## src/rtl/key_step_ctrl.sv

```systemverilog
// key_step_ctrl: debounced single-cycle step pulse from an active-low key.
// Optional auto-step mode enabled by defining KEY_STEP_AUTO_RUN_EN.
module key_step_ctrl #(
  parameter int unsigned DEBOUNCE_CYCLES = 1000000,
  parameter int unsigned CNT_W           = 20,
  parameter int unsigned RUN_DIV         = 12500000
) (
  input  logic        Clk,
  input  logic        Reset,
  input  logic        Key_n,
  input  logic        Run_Sw,
  output logic        Step,
  output logic        Pressed,
  output logic [15:0] StepCount
);

  typedef enum logic [1:0] {
    IDLE,
    PRESS_WAIT,
    HELD,
    RELEASE_WAIT
  } state_e;

  localparam logic [CNT_W-1:0] CNT_LAST =
    CNT_W'(DEBOUNCE_CYCLES - 1);

  state_e           state_q;
  logic             key_s1_q;
  logic             key_s2_q;
  logic [CNT_W-1:0] cnt_q;
  logic [CNT_W-1:0] cnt_d;
  logic             cnt_hit;
  logic             step_q;
  logic             pressed_q;
  logic [15:0]      count_q;
  logic             auto_on;
  logic             tick;

  assign cnt_d   = cnt_q + CNT_W'(1);
  assign cnt_hit = (cnt_d == CNT_LAST);

`ifdef KEY_STEP_AUTO_RUN_EN
  localparam int unsigned PRE_W =
    (RUN_DIV > 1) ? $clog2(RUN_DIV) : 1;
  localparam logic [PRE_W-1:0] PRE_LAST =
    PRE_W'(RUN_DIV - 1);

  logic             run_s1_q;
  logic             run_s2_q;
  logic [PRE_W-1:0] pre_q;

  always_ff @(posedge Clk or negedge Reset) begin
    if (!Reset) begin
      run_s1_q <= 1'b0;
      run_s2_q <= 1'b0;
      pre_q    <= '0;
    end else begin
      run_s1_q <= Run_Sw;
      run_s2_q <= run_s1_q;
      if (!run_s2_q || pre_q == PRE_LAST) begin
        pre_q <= '0;
      end else begin
        pre_q <= pre_q + PRE_W'(1);
      end
    end
  end

  assign auto_on = run_s2_q;
  assign tick    = run_s2_q && (pre_q == PRE_LAST);
`else
  logic unused_run;
  assign unused_run = Run_Sw;
  assign auto_on    = 1'b0;
  assign tick       = 1'b0;
`endif

  always_ff @(posedge Clk or negedge Reset) begin
    if (!Reset) begin
      key_s1_q  <= 1'b1;
      key_s2_q  <= 1'b1;
      state_q   <= IDLE;
      cnt_q     <= '0;
      step_q    <= 1'b0;
      pressed_q <= 1'b0;
      count_q   <= '0;
    end else begin
      key_s1_q <= Key_n;
      key_s2_q <= key_s1_q;
      step_q   <= tick;
      if (step_q) begin
        count_q <= count_q + 16'd1;
      end
      unique case (state_q)
        IDLE: begin
          cnt_q <= '0;
          if (!key_s2_q) begin
            state_q <= PRESS_WAIT;
          end
        end
        PRESS_WAIT: begin
          if (key_s2_q) begin
            state_q <= IDLE;
            cnt_q   <= '0;
          end else if (cnt_hit) begin
            state_q   <= HELD;
            cnt_q     <= '0;
            pressed_q <= 1'b1;
            // in auto mode the prescaler owns Step
            if (!auto_on) begin
              step_q <= 1'b1;
            end
          end else begin
            cnt_q <= cnt_d;
          end
        end
        HELD: begin
          cnt_q <= '0;
          if (key_s2_q) begin
            state_q <= RELEASE_WAIT;
          end
        end
        RELEASE_WAIT: begin
          if (!key_s2_q) begin
            state_q <= HELD;
            cnt_q   <= '0;
          end else if (cnt_hit) begin
            state_q   <= IDLE;
            cnt_q     <= '0;
            pressed_q <= 1'b0;
          end else begin
            cnt_q <= cnt_d;
          end
        end
        default: begin
          state_q <= IDLE;
          cnt_q   <= '0;
        end
      endcase
    end
  end

  assign Step      = step_q;
  assign Pressed   = pressed_q;
  assign StepCount = count_q;

endmodule

```

## config.mk

```make
export PLATFORM = sky130hd
export DESIGN_NAME = key_step_ctrl
export DESIGN_NICKNAME = d
export VERILOG_FILES = /design/src/rtl/key_step_ctrl.sv
export SDC_FILE = /design/constraint.sdc
export NUM_CORES = 1
export LEC_CHECK = 0
export ABC_AREA = 1
export BUFFER_PORTS_ARGS = -buffer_cell sky130_fd_sc_hd__buf_2
export CORE_ASPECT_RATIO = 1.5
export CORE_UTILIZATION = 63
export CTS_CLUSTER_DIAMETER = 50
export DETAILED_ROUTE_END_ITERATION = 8
export GPL_TIMING_DRIVEN = 1
export PLACE_DENSITY = 0.9
export SLEW_MARGIN = 20
export SYNTH_ARGS = -nofsm -noshare
export SYNTH_HDL_FRONTEND = slang
export SYNTH_SLANG_ARGS = --single-unit
```

## constraint.sdc

```tcl
create_clock -name Clk -period 3.7 [get_ports Clk]
set_clock_uncertainty 0.15 [all_clocks]
set_input_delay 0.74 -clock Clk [delete_from_list [all_inputs] [get_ports Clk]]
set_output_delay 0.74 -clock Clk [all_outputs]
set_load 0.02 [all_outputs]
```

==> results.md <==
- DR vias: 2,096
- Internal Power: 0.0006700 W
- Initial drt markers: 67
- Total Wirelength: 5.465 mm
- Synth Area per Inst: 7.570 um^2
- Design Area, Final: 2653 um^2
- Htree depth: 2
- Worst-path fanout max: 20
- Top cell type's share of synthesized area: 41.58%
- # hold bufs at CTS: 0
- Pwr Density: 327.8 nW/um^2
- CTS tree: yes
- First-pass GRT wire length: 9.377 mm
- RSZ-0062 raised after global routing: no
- Gpl congestion: 0.9451
- PostCTS Resize Cnt: 0
- F_max: 388.0 MHz
- Clk pin slew, worst setup/hold paths: approximately 80 ps
- Number of CTS-inserted buffers: 5
- Vias per cell: 5.416
- Routed len/inst: 14.12 um
- HP Class: flop to flop
- Clock power share: 42.7%
- WP data arrival: between 2000 and 3000 ps
- Max VDD drop: 366.4 uV
- Share of cells above drive strength 1: 18.02%
- Post-route ant nets: 0
- Rows: 27
- Setup Viol. Count Final: 0
- Setup TNS: 0 ps
- Switching share of power: 22.93%
- # IOs: 22
- Total track usage: 31.42%
- Synth area leader: dfrtp_1
- WP buf/inv: 1
- Status: completed
- Commonest non-fill, non-tap cell in the layout: nand2_1
- Largest net degree at the start of global routing: between 40 and 50
- Initial antenna violation count: 0
- Die X: 52.47 um
- Root buffer cell: clkbuf_8
- Top post-synthesis cells by area: dfrtp_1 (42%), nand2_1 (15%), inv_1 (7.3%)
- Sequential share of the synthesized area: 43.76%
- # fillers: 245
- Worst-margin pin slew: around 900 ps
- Clock Path Buffers: 2
- Post-DP HPWL: 3.701 mm
- Clk_lat worst skew: 300 ps
- Most frequent cells in the layout: nand2_1 (95), inv_1 (47), dfrtp_1 (40)
- # clock sinks: 42
- Die area: 4077 um^2
- Gr ovfl total: 0
- Core Area: 3649 um^2
- # port buffers: 20
- Post-synthesis cell count: 318
- Number of global-route vias before repair: approximately 2,100
- YS warnings: 0
- Unique cell type count in the Yosys netlist: 24
- Worst Setup Start Kind: flop
- Worst path max stage delay: 410 ps
- Placed cell area: about 2500 um^2
- Final Cycle Share: 69.66%
- Worst path required time: 3720 ps
- Number of remaining DRC errors: 0
- Maxcap violations: 0
- Seq pwr share: 53.8%
- Fin crit period: 2577 ps
- CP top delay family: simple AND/OR/NAND/NOR gates
- Crit path capture type: flop
- Die height: 77.71 um
- # nets final: 350
- Worst slew margin relative to its limit: 39.95%
- Worst setup path category: flop to flop
- Drt first pass iters: 4
- P_leak: 1.293 nW
- Comb pwr share: 3.5%
- Synthesized area: 2407 um^2
- Flops & latches, synth: 42
- Slew Viols, Final: 0
- Critical path cell sequence: ha_1, nand2_1, nor2_4, nand3_1, nor2_1, xor2_1, inv_1, nor2_2, nand2_2, nand2_2, nor2_1
- Postcts setup bufs: 0
- Layout area overhead: 10.19%
- Post-Syn Nets: 325
- Final hold violation count: 0
- Slowest-stage cell, CP: dfrtp_1
- Psw: 0.0001994 W
- Starting density of the core: about two thirds
- Ant diodes: 0
==> cell type report <==
cell class / instances / area, um^2 / area share, %
clock buffer: 5 / 68.82 / 2.594
clock inverter: 3 / 45.04 / 1.698
inverter: 47 / 176.4 / 6.651
multi-input combinational: 227 / 1155 / 43.54
sequential: 42 / 1054 / 39.72
tap: 43 / 53.80 / 2.028
timing repair buffer: 20 / 100.1 / 3.774
==> logic make-up (layout without fill, tap and decap cells) <==
| group | count (synthesis) | after routing | synth area share (%) |
|---|---|---|---|
| AOI/OAI and AO/OA | 5 | 5 | 1.091 |
| xor gates and xnor gates | 16 | 16 | 5.821 |
| adders and majority gates | 3 | 3 | 1.559 |
| buffers and inverters | 49 | 75 | 8.264 |
| DFF | 42 | 42 | 43.76 |
| muxes | 1 | 1 | 0.4677 |
| and+or+nand+nor | 202 | 202 | 39.03 |
==> layer usage <==
metal  global-route usage [%]  wire length (um)
met1                    35.11              2045
met2                    55.44              3006
met3                    4.510               184
met4                    15.79               228
met5                        0                 0
==> power by group through the flow <==
stage	Sequential [W]	Clock [W]	Combinational [W]
3_5_place_dp	0.000477	0	0.0000300
5_1_grt	0.000469	0.000387	0.0000353
2_1_floorplan	0.000476	0	0.0000209
6_report	0.000468	0.000371	0.0000301
4_1_cts	0.000468	0.000374	0.0000308
3_3_place_gp	0.000477	0	0.0000293
==> stage by stage <==
stage / util (%) / hold WS [ps] / setup WS, ps / instances / power, W
floorplan: - / 195.2 / 1706 / 318 / 0.0004969
global placement: 69.58 / 196.1 / 1233 / 379 / 0.0005059
detailed placement: 69.58 / 204.2 / 1204 / 379 / 0.0005067
CTS: 72.70 / 216.8 / 1134 / 387 / 0.0008725
global route: 72.70 / 216.6 / 918.5 / 387 / 0.0008910
finish: 72.70 / 215.0 / 1123 / 387 / 0.0008694
==> flip-flops by register name, summed over array words and instances (netlist names), named ones only <==
signal / flops
cnt_q: 20
Step: 1
key_s1_q: 1
Pressed: 1
state_q: 1
key_s2_q: 1
StepCount: 16
==> worst paths after layout <==
kind / from / to / slack [ps] / cells past startpoint
worst max-delay path: cnt_q[0]$_DFF_PN0_ / cnt_q[16]$_DFF_PN0_ / 1120 / 11
worst min-delay path: key_s1_q$_DFF_PN1_ / key_s2_q$_DFF_PN1_ / 220 / 0
worst max register to register: cnt_q[0]$_DFF_PN0_ / cnt_q[16]$_DFF_PN0_ / 1120 / 11
worst min register to register: key_s1_q$_DFF_PN1_ / key_s2_q$_DFF_PN1_ / 220 / 0
max in group asynchronous: Reset / cnt_q[12]$_DFF_PN0_ / 2430 / 1
min in group asynchronous: Reset / StepCount[5]$_DFFE_PN0P_ / 410 / 1
==> synthesized netlist by cell type <==
| cell | count |
|---|---|
| nand2_1 | 95 |
| inv_1 | 47 |
| dfrtp_1 | 40 |
| nor2_1 | 39 |
| nand3_1 | 20 |
| nor2_2 | 14 |
| xor2_1 | 11 |
| nand4_1 | 9 |
| nor2_4 | 7 |
| nand2_2 | 6 |
| nor3_1 | 6 |
| xnor2_1 | 5 |
| ha_1 | 3 |
| a21oi_1 | 2 |
| and3_1 | 2 |
| buf_6 | 2 |
| dfstp_2 | 2 |
| nand3_2 | 2 |
| a31oi_1 | 1 |
| and2_2 | 1 |
| mux2_2 | 1 |
| o21ai_0 | 1 |
| o21ai_1 | 1 |
| or2_2 | 1 |
No activity file was read; power rests on OpenSTA's default activity.
